[src/rtl/m_uart_loader_pkg.sv]
// Shared encodings and helpers for the UART boot loader and its receiver.
package m_uart_loader_pkg;

  typedef enum logic [1:0] {
    RX_IDLE,
    RX_START,
    RX_DATA,
    RX_STOP
  } rx_state_t;

  typedef enum logic [2:0] {
    LD_HDR0,
    LD_HDR1,
    LD_B0,
    LD_B1,
    LD_B2,
    LD_B3,
    LD_DONE,
    LD_ERR
  } ld_state_t;

  localparam int DATA_W = 32;

  // A header count is legal when it names at least one word and fits the memory.
  function automatic logic count_ok(input logic [31:0] cnt, input logic [31:0] limit);
    return (cnt != 32'd0) && (cnt <= limit);
  endfunction

endpackage

[src/rtl/m_uart_rx.sv]
// 8N1 UART receiver: 2-flop synchronizer, mid-bit sampling, false-start rejection.
module m_uart_rx
  import m_uart_loader_pkg::*;
#(
  parameter int BAUD_DIV = 868
) (
  input  logic       w_clk,
  input  logic       w_rst,
  input  logic       w_rxd,
  output logic [7:0] w_byte,
  output logic       w_bvalid,
  output logic       w_ferr
);

  localparam int CW = $clog2(BAUD_DIV);
  localparam logic [CW-1:0] HALF_M1 = CW'(BAUD_DIV / 2 - 1);
  localparam logic [CW-1:0] FULL_M1 = CW'(BAUD_DIV - 1);

  rx_state_t state, nxt;
  logic [2:0]    sync;  // [1:0] synchronizer, [2] previous value for edge detect
  logic [CW-1:0] cnt;
  logic [2:0]    bitn;
  logic [7:0]    shreg;
  logic          rx, fall, tick_half, tick_full;

  assign rx        = sync[1];
  assign fall      = sync[2] & ~sync[1];
  assign tick_half = (cnt == HALF_M1);
  assign tick_full = (cnt == FULL_M1);

  always_ff @(posedge w_clk) begin
    if (w_rst) begin
      sync  <= 3'b111;
      state <= RX_IDLE;
    end else begin
      sync  <= {sync[1:0], w_rxd};
      state <= nxt;
    end
  end

  always_comb begin
    nxt = state;
    case (state)
      RX_IDLE:  if (fall) nxt = RX_START;
      RX_START: if (tick_half) nxt = rx ? RX_IDLE : RX_DATA;
      RX_DATA:  if (tick_full && bitn == 3'd7) nxt = RX_STOP;
      RX_STOP:  if (tick_full) nxt = RX_IDLE;
      default:  nxt = RX_IDLE;
    endcase
  end

  always_ff @(posedge w_clk) begin
    if (w_rst) begin
      cnt      <= '0;
      bitn     <= '0;
      shreg    <= '0;
      w_byte   <= '0;
      w_bvalid <= 1'b0;
      w_ferr   <= 1'b0;
    end else begin
      w_bvalid <= 1'b0;
      w_ferr   <= 1'b0;
      case (state)
        RX_START: cnt <= tick_half ? '0 : cnt + 1'b1;
        RX_DATA: begin
          if (tick_full) begin
            cnt   <= '0;
            shreg <= {rx, shreg[7:1]};
            bitn  <= bitn + 1'b1;
          end else begin
            cnt <= cnt + 1'b1;
          end
        end
        RX_STOP: begin
          if (tick_full) begin
            cnt <= '0;
            if (rx) begin
              w_byte   <= shreg;
              w_bvalid <= 1'b1;
            end else begin
              w_ferr <= 1'b1;
            end
          end else begin
            cnt <= cnt + 1'b1;
          end
        end
        default: begin
          cnt  <= '0;
          bitn <= '0;
        end
      endcase
    end
  end

endmodule

[src/rtl/m_uart_loader.sv]
// Boot loader: UART image (16-bit LE word count, then LE 32-bit words) into a RAM write port.
module m_uart_loader
  import m_uart_loader_pkg::*;
#(
  parameter int BAUD_DIV = 868,
  parameter int WORDS    = 2048,
  parameter int ADDR_W   = 11
) (
  input  logic              w_clk,
  input  logic              w_rst,
  input  logic              w_rxd,
  output logic              r_we,
  output logic [ADDR_W-1:0] r_addr,
  output logic [DATA_W-1:0] r_data,
  output logic              r_busy,
  output logic              r_done,
  output logic              r_err
);

  localparam int CNT_W = ADDR_W + 1;

  logic [7:0] rx_byte;
  logic       rx_bvalid, rx_ferr;

  m_uart_rx #(.BAUD_DIV(BAUD_DIV)) u_rx (
    .w_clk    (w_clk),
    .w_rst    (w_rst),
    .w_rxd    (w_rxd),
    .w_byte   (rx_byte),
    .w_bvalid (rx_bvalid),
    .w_ferr   (rx_ferr)
  );

  ld_state_t        state, nxt;
  logic [7:0]       cnt_lo;
  logic [CNT_W-1:0] count, widx;
  logic [23:0]      word;
  logic             loading, last_word, hdr_ok;
  logic             we_nxt, done_nxt, err_nxt;

  assign loading   = (state != LD_DONE) && (state != LD_ERR);
  assign last_word = ((widx + 1'b1) == count);
  // Validate the full 16-bit header before it is narrowed into the count register.
  assign hdr_ok    = count_ok({16'd0, rx_byte, cnt_lo}, 32'(WORDS));

  always_ff @(posedge w_clk) begin
    if (w_rst) state <= LD_HDR0;
    else       state <= nxt;
  end

  always_comb begin
    nxt = state;
    if (loading && rx_ferr) begin
      nxt = LD_ERR;
    end else if (rx_bvalid) begin
      case (state)
        LD_HDR0: nxt = LD_HDR1;
        LD_HDR1: nxt = hdr_ok ? LD_B0 : LD_ERR;
        LD_B0:   nxt = LD_B1;
        LD_B1:   nxt = LD_B2;
        LD_B2:   nxt = LD_B3;
        LD_B3:   nxt = last_word ? LD_DONE : LD_B0;
        default: nxt = state;
      endcase
    end
  end

  // done follows the state a cycle late so the final write lands before the core leaves reset.
  always_comb begin
    we_nxt   = rx_bvalid && (state == LD_B3);
    done_nxt = (state == LD_DONE);
    err_nxt  = (nxt == LD_ERR);
  end

  always_ff @(posedge w_clk) begin
    if (w_rst) begin
      cnt_lo <= '0;
      count  <= '0;
      widx   <= '0;
      word   <= '0;
      r_we   <= 1'b0;
      r_addr <= '0;
      r_data <= '0;
      r_busy <= 1'b1;
      r_done <= 1'b0;
      r_err  <= 1'b0;
    end else begin
      r_we   <= we_nxt;
      r_busy <= ~done_nxt;
      r_done <= done_nxt;
      r_err  <= err_nxt;
      if (rx_bvalid) begin
        case (state)
          LD_HDR0: cnt_lo <= rx_byte;
          LD_HDR1: count <= CNT_W'({rx_byte, cnt_lo});
          LD_B0:   word[7:0] <= rx_byte;
          LD_B1:   word[15:8] <= rx_byte;
          LD_B2:   word[23:16] <= rx_byte;
          LD_B3: begin
            r_data <= {rx_byte, word};
            r_addr <= widx[ADDR_W-1:0];
            widx   <= widx + 1'b1;
          end
          default: ;
        endcase
      end
    end
  end

endmodule

[config.mk]
export PLATFORM = sky130hd
export DESIGN_NAME = m_uart_loader
export DESIGN_NICKNAME = d
export VERILOG_FILES = /design/src/rtl/m_uart_loader_pkg.sv /design/src/rtl/m_uart_rx.sv /design/src/rtl/m_uart_loader.sv
export SDC_FILE = /design/constraint.sdc
export NUM_CORES = 1
export LEC_CHECK = 0
export CAP_MARGIN = 0
export CORE_UTILIZATION = 54
export CTS_CLUSTER_SIZE = 20
export DETAILED_ROUTE_END_ITERATION = 12
export PLACE_DENSITY = 0.83
export SETUP_SLACK_MARGIN = 0.3
export SLEW_MARGIN = 40
export SYNTH_ARGS = -nofsm -noshare
export SYNTH_HDL_FRONTEND = slang
export SYNTH_SLANG_ARGS = --single-unit
[constraint.sdc]
create_clock -name w_clk -period 2.44 [get_ports w_clk]
set_input_delay 0.488 -clock w_clk [delete_from_list [all_inputs] [get_ports w_clk]]
set_output_delay 0.488 -clock w_clk [all_outputs]
set_load 0.05 [all_outputs]
* After elaboration in Yosys (flattened, before gate mapping)
Cells that the tools add are included.
** Operators by class
- Magnitude comparators :: 1
- Eq/ne operators :: 21
- Muxes and demuxes :: 18
- Reduce and logical (&&, ||, !) cells :: 21
- Add/subtract/negate cells :: 3
- Bitwise gates (word level) :: 6
** Operator list (count)
- two-way mux 10 bit :: 2
- case mux 10 bit (2 select lines) :: 1
- case mux 3 bit (6 select lines) :: 1
- <= comparator 16 x 12 -> 1 bit (second input constant) :: 1
- AND reduction 2 bit :: 8
- nonzero test 16 bit :: 1
- equality test 3 bit (second input constant) :: 5
- two-way mux 3 bit :: 5
- adder 12 x 1 -> 12 bit (second input constant) :: 1
- equality test 12 bit :: 1
- adder 10 x 1 -> 10 bit (second input constant) :: 1
- equality test 10 bit (second input constant) :: 1
- equality test 10 x 9 -> 1 bit (second input constant) :: 1
- two-way mux 2 bit :: 5
- inequality test 2 x 1 -> 1 bit (second input constant) :: 5
- case mux 2 bit (4 select lines) :: 1
- equality test 3 x 2 -> 1 bit (second input constant) :: 2
- inequality test 3 bit (second input constant) :: 2
- case mux 3 bit (2 select lines) :: 1
- logical AND 1 bit :: 5
- inverter 1 bit :: 5
- equality test 2 bit (second input constant) :: 2
- AND reduction 4 bit :: 1
- OR reduction 2 bit :: 2
- other kinds (9) :: 10
** Storage, ports and cells
- Output and inout bits :: 47
- Bits of input ports :: 3
- Bits in registers :: 142

* Depth between registers and ports, before layout
Gate-level depths: netlist of run 1.
- Depth after elaboration :: 7
- Mapped depth :: 8
- Gate-level depth less buffers :: 7

* Modules after synthesis
From an unflattened synthesis of run 1, not the netlist that was laid out.
** Second synthesis, totals
- Cell total of the unflattened synthesis :: 682
- Area, all modules :: 5656.7 um^2
** By module, submodules not included
- m_uart_loader :: cells each 530, area each 4165.2 um^2, instances 1
- m_uart_rx :: cells each 152, area each 1491.4 um^2, instances 1

* Worst setup path before layout of run 1
Ideal clock, no wire load.
- Kind :: flip-flop to flip-flop
- Start point :: register widx[0]
- End point :: register r_err
- Setup slack :: 741 ps
- Clock period less this slack :: 1699 ps
- Stages on the path, launching flop included :: 8
- Data required time :: 2361 ps
- Arrival time :: 1620 ps
- Path through :: dfxtp_1 -> ha_1 -> nand3_4 -> nor2_4 -> mux2i_1 -> nor4_2 -> nand4_1 -> a211oi_2
** On the way
- Word-level cells in the longest chain between the ends :: 7
** Ends and longest elaborated chain
- start, declared :: line m_uart_loader.sv:36 : logic [CNT_W-1:0] count, widx;
- start signal, assigned :: line m_uart_loader.sv:102 : widx <= widx + 1'b1;
- adder 12 x 1 -> 12 bit :: line m_uart_loader.sv:42 : assign last_word = ((widx + 1'b1) == count);
- equality test 12 bit :: line m_uart_loader.sv:42
- two-way mux 3 bit :: line m_uart_loader.sv:62 : LD_B3: nxt = last_word ? LD_DONE : LD_B0;
- case mux 3 bit (6 select lines) :: line m_uart_loader.sv:56 : case (state)
- two-way mux 3 bit :: line m_uart_loader.sv:55 : end else if (rx_bvalid) begin
- two-way mux 3 bit :: line m_uart_loader.sv:53 : if (loading && rx_ferr) begin
- equality test 3 bit :: line m_uart_loader.sv:72 : err_nxt = (nxt == LD_ERR);
- end signal, assigned :: line m_uart_loader.sv:91 : r_err <= err_nxt;
- end, declared :: line m_uart_loader.sv:17 : output logic r_err
No other way between the ends.
A chain may end at the register's enable or synchronous reset.

* Worst setup path after layout of run 1
- Start point :: register r_busy
- End point :: output r_busy
** RTL lines
- start, declared :: line m_uart_loader.sv:15 : output logic r_busy,
- start signal, assigned :: line m_uart_loader.sv:89 : r_busy <= ~done_nxt;
No word-level cell between the ends.

==> results.yml, run 1 <==
grt:
  grt_pass1_vias: 4665
  met1_usage_pct: 27.4
  grt_max_degree: 69
  grt_util_met2_pct: 43.0
  gr-usage-met3_pct: 6.30
  grt_pass1_wl_mm: 21.3
  busiest_layer: "met2"
  grt_use_total_pct: 24.1
  antenna_found_initial: 0
  overflow: 0
pwr:
  combPwrFrac_pct: 1.1
  finalPower_mw: 4.84
  p_sw_share_pct: 23.0
  vdd_ir_drop_max_v: 0.000594
  sequentialPowerShare_pct: 48.2
  pwr-share-clk_pct: 50.7
  switching_power_mw: 1.11
  power.internal_mw: 3.73
  leakagePower_nw: 2.50
  power_density_nw_per_um2: 718
floorplan:
  start_util_pct: 55.4
  pin_count: 50
  die_y_um: 105
  core-area_um2: 10300
  rows: 37
  dieWidth_um: 105
  dieArea_um2: 11000
sta:
  rsz0062_at_grt: "no"
  fmax_mhz: 478
  finClkSkew_ns: 0.0106
  hold_viol_final: 0
  setup-tns-final_ns: 0
  maxSlewViolCount: 0
  slew_headroom_pct: 56.0
  fin_hold_ws_ns: 0.416
  tightest_slew_ns: 0.660
  fin_crit_ns: 2.09
  timing.final.crit_share_pct: 85.8
  finalSetupViolations: 0
synth:
  synth_edf_count: 0
  yosysSeqAreaShare_pct: 49.9
  synth_area_um2: 5690
  syn_nets: 706
  synth-main-ff-cell: "dfxtp_1"
  yosys.area.top_type: "dfxtp_1"
  synth.avg_cell_area_um2: 8.15
  ys_ff_latch: 142
  yosysWarnings: 0
  yosys-top-cells-area: "dfxtp_1 (50%), nand2_1 (14%), a21oi_1 (9.7%)"
  yosysTopAreaCellShare_pct: 49.9
  synth_cells: 698
  yosys.cell_types.count: 47
  synthArstFlopShare_pct: 0
layout:
  drive_gt1_share_pct: 7.71
  final_cell_count_no_fill: 875
  antenna_cells: 0
  num-fill-cells: 860
  nets: 734
  layout_common_cells: "nand2_1 (207), dfxtp_1 (142), a21oi_1 (110)"
  area_growth_pct: 18.3
  fin_area_um2: 6730
  final_common_cell: "nand2_1"
drt:
  wire_per_inst_um: 14.6
  drt_pass1_iterations: 5
  drt_iter0_drc: 272
  drc: 0
  drt_wl_total_mm: 12.8
  ant_nets: 0
  num_vias: 4807
  vias_per_cell: 5.49
placement:
  place.gp.congestion: 0.845
  placed_cells_incl_taps: 843
  portBuffers: 49
  hpwl_mm: 8.14
  placed_cell_area_um2: 6210
clocking:
  clock_latency_ns: 0.52
  cts_buffers: 17
  root_buffer: "clkbuf_8"
  post_cts_buffers: 0
  htreeDepth: 4
  numClockSinks: 142
  cts_buffer_depth: 2
  cts_hold_buf: 0
  cts.clk_slew.worst_paths_ns: 0.06
  cts_tree: "done"
hold_path:
  hp-class: "flip-flop to flip-flop"
setup_path:
  crit_buf_inv: 1
  worstSetupPathType: "flip-flop to output port"
  cpPeakStageDelay_ns: 0.79
  critPathLaunchType: "flip-flop"
  critPathCaptureType: "output port"
  cp.required_ns: 1.95
  cp_max_fo: 1
  path_delay_family: "buffers and inverters"
  cpMaxStageDelayCell: "clkdlybuf4s50_1"
  critical_path_arrival_ns: 1.61
  crit_chain: "clkdlybuf4s50_1"
run:
  maxCapViolations: 0
status:
  status: "completed"
## per-stage QoR
| stage | utilization (%) | worst slack (ns) |
|---|---|---|
| final | 65.5 | 0.347 |
| after global routing | 65.5 | 0.300 |
| after CTS | 65.4 | 0.301 |
| after detailed placement | 60.4 | 0.469 |
| after global placement | 60.4 | 0.635 |
| after floorplan | - | 0.741 |
## area by class of cell
cell class	count	area, um^2	share of cell area [%]
Inverter	4	15.0	0.223
Timing Repair Buffer	54	492	7.30
Tap cell	136	170	2.53
Sequential cell	142	2840	42.2
Clock inverter	14	148	2.19
Multi-Input combinational cell	507	2650	39.3
Clock buffer	18	418	6.21
## worst paths after layout
path | startpoint | to | slack, ns | depth (start not counted)
setup / recovery | r_busy | r_busy | 0.35 | 1
hold / removal | u_rx.sync[0] | u_rx.sync[1] | 0.42 | 1
setup reg to reg | u_rx.cnt[0] | u_rx.shreg[1] | 0.44 | 6
hold reg to reg | u_rx.sync[0] | u_rx.sync[1] | 0.42 | 1
## kinds of logic after synthesis
logic type | after synthesis | share of synthesized area, %
buffers and inverters | 49 | 3.69
adders and majority gates | 5 | 1.10
muxes | 10 | 1.76
DFF | 142 | 49.9
and+or+nand+nor | 330 | 26.5
xor gates and xnor gates | 33 | 5.08
AOI/OAI and AO/OA | 129 | 12.0
## what timing repair did
item	in CTS	in global routing
endpoints found under the setup margin	43	5
pin swaps	0	0
gates resized for setup	43	4
## flip-flops by register name, indices dropped and copies added, names as in the netlist, 10 cells and up, named ones only
signal,count
widx,12
r_data,32
u_rx.cnt,10
count,12
r_addr,11
word,24
## power groups by stage
stage	Clock, mW	Sequential, mW	Combinational, mW
after detailed placement	0	2.38	0.0524
final	2.45	2.33	0.0536
after global routing	2.58	2.33	0.0583
after CTS	2.48	2.33	0.0530
after floorplan	0	2.38	0.0459
after global placement	0	2.38	0.0510
## per-layer routing
layer	wire [um]	vias to the layer above
met5	0	-
met4	265	0
met3	642	30
met2	6750	148
met1	5140	2256
li1	-	2373
## cells in the mapped netlist, types with 3 or more instances
| cell | instances |
|---|---|
| a31oi_1 | 3 |
| clkbuf_1 | 29 |
| nor2b_1 | 3 |
| nor4_1 | 3 |
| nor3_1 | 8 |
| nand2b_1 | 9 |
| and3_1 | 4 |
| nor2_2 | 4 |
| nand3_1 | 13 |
| nor2_1 | 38 |
| or3_1 | 5 |
| or2_2 | 4 |
| ha_1 | 5 |
| a21oi_1 | 110 |
| dfxtp_1 | 142 |
| buf_1 | 5 |
| inv_1 | 4 |
| xor2_1 | 16 |
| xnor2_1 | 17 |
| nand2_1 | 207 |
| nand4_1 | 8 |
| mux2i_1 | 10 |
| buf_2 | 9 |
| o21ai_0 | 7 |
| nor3b_1 | 5 |
Power figures use the tool's default switching activity.
==> inputs of run 2 (changes only) <==
CORE_UTILIZATION = 40   (was 54)
PLACE_DENSITY = 0.67   (was 0.83)
==> run 2 against run 1 <==
Compared with the run above:
- non-clock buffer count rose by 1
- first-iteration DRC count fell by 5.1%
- via count down 2.5%
- hold slack worse by 0.0071 ns
- design area grew 1.0%
- largest power group is now sequential cells
- highest routed layer unchanged
==> results.yml, run 2 (synthesized netlist as in run 1, its figures left out) <==
status:
  status: "completed"
grt:
  grt_pass1_vias: 4413
  grt_use_total_pct: 17.6
  antenna_found_initial: 0
  grt_pass1_wl_mm: 20.3
  grt_max_degree: 69
  overflow: 0
setup_path:
  r2r_end: "u_rx.shreg[0]"
  worstSetupPathType: "flip-flop to output port"
  cpPeakStageDelay_ns: 0.81
  r2r.worst_path.cells: 6
  critPathLaunchType: "flip-flop"
  r2r_start: "u_rx.cnt[0]"
  cpMaxStageDelayCell: "clkdlybuf4s50_1"
  crit_chain: "clkdlybuf4s50_1"
  worst-path-stages: 1
  r2r_setup_slack_ns: 0.48
  critPathCaptureType: "output port"
  critical_path_arrival_ns: 1.57
  cp.required_ns: 1.95
  path_delay_family: "buffers and inverters"
  crit_buf_inv: 1
  cp_max_fo: 2
floorplan:
  dieArea_um2: 14700
  dieWidth_um: 121
  start_util_pct: 41.0
  rows: 43
  die_y_um: 121
  core-area_um2: 13900
  pin_count: 50
pwr:
  leakagePower_nw: 2.21
  p_sw_share_pct: 20.5
  power_density_nw_per_um2: 692
  pwr-share-clk_pct: 49.2
  switching_power_uw: 966
  sequentialPowerShare_pct: 49.6
  power.internal_mw: 3.74
  vdd_ir_drop_max_v: 0.000768
  combPwrFrac_pct: 1.1
hold_path:
  min-delay-start: "u_rx.sync[0]"
  min_delay_worst_endpoint: "u_rx.sync[1]"
  hp-class: "flip-flop to flip-flop"
  holdPathStages: 1
sta:
  fmax_mhz: 486
  finalSetupViolations: 0
  finClkSkew_ns: 0.00647
  maxSlewViolCount: 0
  fin_crit_ns: 2.06
  rsz0062_at_grt: "no"
  timing.final.crit_share_pct: 84.4
  setup-tns-final_ns: 0
  fin_ws_ns: 0.380
  tightest_slew_ns: 0.683
  slew_headroom_pct: 54.4
  hold_viol_final: 0
layout:
  area_growth_pct: 19.5
  final_common_cell: "nand2_1"
  nets: 735
  layout_common_cells: "nand2_1 (207), dfxtp_1 (142), a21oi_1 (110)"
  antenna_cells: 0
  largest_register: "r_data"
  num-fill-cells: 1338
  largest_reg_flops: 32
  multi_input_area_um2: 2650
  seq_area_um2: 2840
  drive_gt1_share_pct: 6.92
  top_regs: "r_data x32, word x24"
placement:
  place.gp.congestion: 0.854
  place_ws_ns: 0.488
  portBuffers: 49
  hpwl_mm: 7.90
clocking:
  cts_buffer_depth: 2
  cts_buffers: 17
  cts.clk_slew.worst_paths_ns: 0.05
  clock_latency_ns: 0.42
  numClockSinks: 142
  cts_tree: "done"
  cts_hold_buf: 0
  root_buffer: "clkbuf_16"
  htreeDepth: 4
drt:
  wire_per_inst_um: 13.2
  drc: 0
  drt_pass1_iterations: 5
  drt_iter0_drc: 258
  drt_wl_total_mm: 12.1
  vias_per_cell: 5.11
  ant_nets: 0
  num_vias: 4688
run:
  maxCapViolations: 0
run 2: cell count changes in the layout (fill, tap and decap cells not counted), moves of 2 or more:
cell / change
inv_8: -3
clkinv_4: -2
inv_6: -5
clkbuf_1: +3
clkinv_2: +3
dlymetal6s2s_1: -3
dlygate4sd2_1: -43
clkdlybuf4s50_1: +46
run 2: stage by stage:
| step | instances | total power [mW] | utilization, % | hold slack (ns) | instance area, um^2 |
|---|---|---|---|---|---|
| floorplan | 698 | 2.42 | - | 0.389 | 5690 |
| global placement | 888 | 2.44 | 45.2 | 0.397 | 6270 |
| detailed placement | 888 | 2.44 | 45.2 | 0.403 | 6270 |
| CTS | 917 | 4.75 | 48.9 | 0.414 | 6790 |
| global route | 917 | 4.86 | 49.0 | 0.418 | 6800 |
| finish | 917 | 4.70 | 49.0 | 0.408 | 6800 |
run 2: metal layers:
layer,part of all wire (%),GRT usage [%]
met5,0,0
met4,1.8,8.49
met3,3.7,5.17
met2,49,28.9
met1,45,20.9
run 2: how the worst max path moves through the flow:
stage                      from            end  slack (ns)
finish                r_data[4]      r_data[4]        0.38
detailed placement      widx[0]          r_err        0.49
CTS                   r_data[4]      r_data[4]        0.36
global route        u_rx.cnt[0]  u_rx.shreg[5]        0.32
global placement       state[0]       widx[10]        0.52
floorplan               widx[0]          r_err        0.74
run 2: final cells by class:
type	instances	share of cell area (%)
multi-input combinational	507	39.0
clock inverter	7	0.993
sequential	142	41.8
tap	180	3.31
clock buffer	22	6.68
inverter	4	0.221
timing repair buffer	55	8.02
run 2: power by group through the flow:
stage | clock network [mW] | registers, mW | logic, mW
floorplan | 0 | 2.38 | 0.0459
global route | 2.47 | 2.34 | 0.0577
CTS | 2.36 | 2.33 | 0.0535
finish | 2.32 | 2.34 | 0.0526
global placement | 0 | 2.38 | 0.0519
detailed placement | 0 | 2.38 | 0.0531
run 2: repair_timing:
item	4_1_cts	5_1_grt
setup buffers	0	0
resized for setup	0	1
setup endpoints to repair	0	1
==> inputs of run 3 (changes only) <==
clock period = 2.05 ns   (was 2.44 ns; I/O delays follow)
==> run 3 against run 2 <==
Compared with the run above:
- clock-buffer cell count is 3 lower
- design area rose by 3.7%
- register-to-register slack got worse by 0.14 ns
- hold slack worse by 0.056 ns
- sequential power grew 18%
- clock power is 47% higher
- total power is 33% higher
- critical path depth increased by 6
- die area stayed put
==> results.yml, run 3 (synthesized netlist as in run 1, its figures left out) <==
status:
  status: "completed"
setup_path:
  critPathCaptureType: "flip-flop"
  worstSetupPathType: "flip-flop to flip-flop"
  cp_max_fo: 5
  r2r_end: "r_err"
  r2r.worst_path.cells: 7
  r2r_setup_slack_ns: 0.34
  r2r_start: "widx[1]"
  critical_path_arrival_ns: 2.06
  critPathLaunchType: "flip-flop"
  cp.required_ns: 2.40
grt:
  grt_util_met2_pct: 31.4
  antenna_found_initial: 0
  grt_max_degree: 52
  busiest_layer: "met2"
  gr-usage-met3_pct: 6.02
  grt_pass1_vias: 4526
  grt_use_total_pct: 18.8
  grt_pass1_wl_mm: 21.6
  met1_usage_pct: 22.4
  overflow: 0
sta:
  slew_headroom_pct: 63.9
  tightest_slew_ns: 0.540
  fin_crit_ns: 1.71
  hold_viol_final: 0
  maxSlewViolCount: 0
  finalSetupViolations: 0
  timing.final.crit_share_pct: 83.5
  rsz0062_at_grt: "yes"
  setup-tns-final_ns: 0
  finClkSkew_ns: 0.00488
  fmax_mhz: 584
layout:
  area_growth_pct: 23.9
  layout_common_cells: "nand2_1 (207), dfxtp_1 (137), a21oi_1 (110)"
  largest_reg_flops: 32
  fin_util_pct: 50.8
  largest_register: "r_data"
  top_regs: "r_data x32, word x24"
  drive_gt1_share_pct: 11.5
  nets: 752
  final_common_cell: "nand2_1"
  antenna_cells: 0
clocking:
  cts_buffers: 17
  numClockSinks: 142
  cts_buffer_depth: 2
  clock_latency_ns: 0.42
  cts_tree: "done"
  htreeDepth: 4
  cts.clk_slew.worst_paths_ns: 0.06
  root_buffer: "clkbuf_16"
floorplan:
  dieWidth_um: 121
  start_util_pct: 41.0
  core-area_um2: 13900
  rows: 43
  pin_count: 50
  die_y_um: 121
  dieArea_um2: 14700
hold_path:
  hp-class: "primary input to flip-flop"
  holdPathStages: 2
  min-delay-start: "w_rst"
  min_delay_worst_endpoint: "state[0]"
drt:
  drt_wl_total_mm: 12.6
  drc: 0
  wire_per_inst_um: 13.4
  drt_iter0_drc: 236
  ant_nets: 0
  drt_pass1_iterations: 4
  vias_per_cell: 5.03
  num_vias: 4717
placement:
  place.gp.congestion: 0.827
  portBuffers: 49
  hpwl_mm: 8.48
pwr:
  finalPower_mw: 6.26
  leakagePower_nw: 2.55
  vdd_ir_drop_max_v: 0.000560
  power_density_nw_per_um2: 888
run:
  maxCapViolations: 0
-- run 3: cell count changes in the layout (fill, tap and decap cells not counted), sizes merged, moves of 2 or more --
cell,previous run,this run
clkbuf,22,20
dlygate4sd2,0,33
bufinv,1,5
buf,7,23
clkdlybuf4s15,0,13
clkdlybuf4s50,48,1
inv,4,6
-- run 3: report_power, final --
part	internal (mW)	leakage, nW	switching (mW)
sequential	2.76	1.15	0.00951
combinational	0.0196	1.08	0.0532
clock	2.23	0.320	1.19
total	5.01	2.55	1.25
-- run 3: routing by layer --
layer / wire [um] / vias to the layer above
met4: 163 / 0
li1: - / 2405
met3: 411 / 13
met2: 6330 / 66
met5: 0 / -
met1: 5680 / 2233
-- run 3: area by class of cell --
class	count	area, um^2
inverters	4	15.0
repair buffers	71	619
fillers	1308	6830
flip-flops and latches	142	2850
well taps	180	225
multi-input cells	508	2680
clock buffers	19	453
clock inverters	13	210
-- run 3: critical path, cell delays in order, from the launching register on --
cell	delay, ns
dfxtp_4	0.36
ha_2	0.28
xor2_1	0.16
nor4_1	0.17
nand4_1	0.15
nor4_2	0.15
nand4_1	0.17
a211oi_2	0.20
-- run 3: worst max-delay path by stage --
stage / start / end / slack (ns) / depth (start not counted)
finish: widx[1] / r_err / 0.34 / 7
global route: widx[1] / r_err / 0.21 / 7
CTS: widx[1] / r_err / 0.30 / 7
detailed placement: u_rx.cnt[2] / u_rx.cnt[3] / 0.16 / 6
global placement: u_rx.cnt[2] / u_rx.shreg[0] / 0.27 / 6
floorplan: widx[0] / r_err / 0.35 / 7
-- run 3: stage by stage --
step	cells	setup WS [ns]	hold slack [ns]	instance area [um^2]
2_1_floorplan	698	0.351	0.389	5690
3_3_place_gp	902	0.273	0.402	6370
3_5_place_dp	902	0.162	0.398	6370
4_1_cts	934	0.297	0.329	7000
5_1_grt	937	0.207	0.341	7050
6_report	937	0.338	0.352	7050
-- run 3: timing repair --
item / CTS / global route
hold buffers: 0 / 0
setup endpoints to repair: 77 / 36
pin swaps: 3 / 5
setup buffers: 0 / 2
gates cloned: 0 / 1
gates resized for setup: 57 / 22
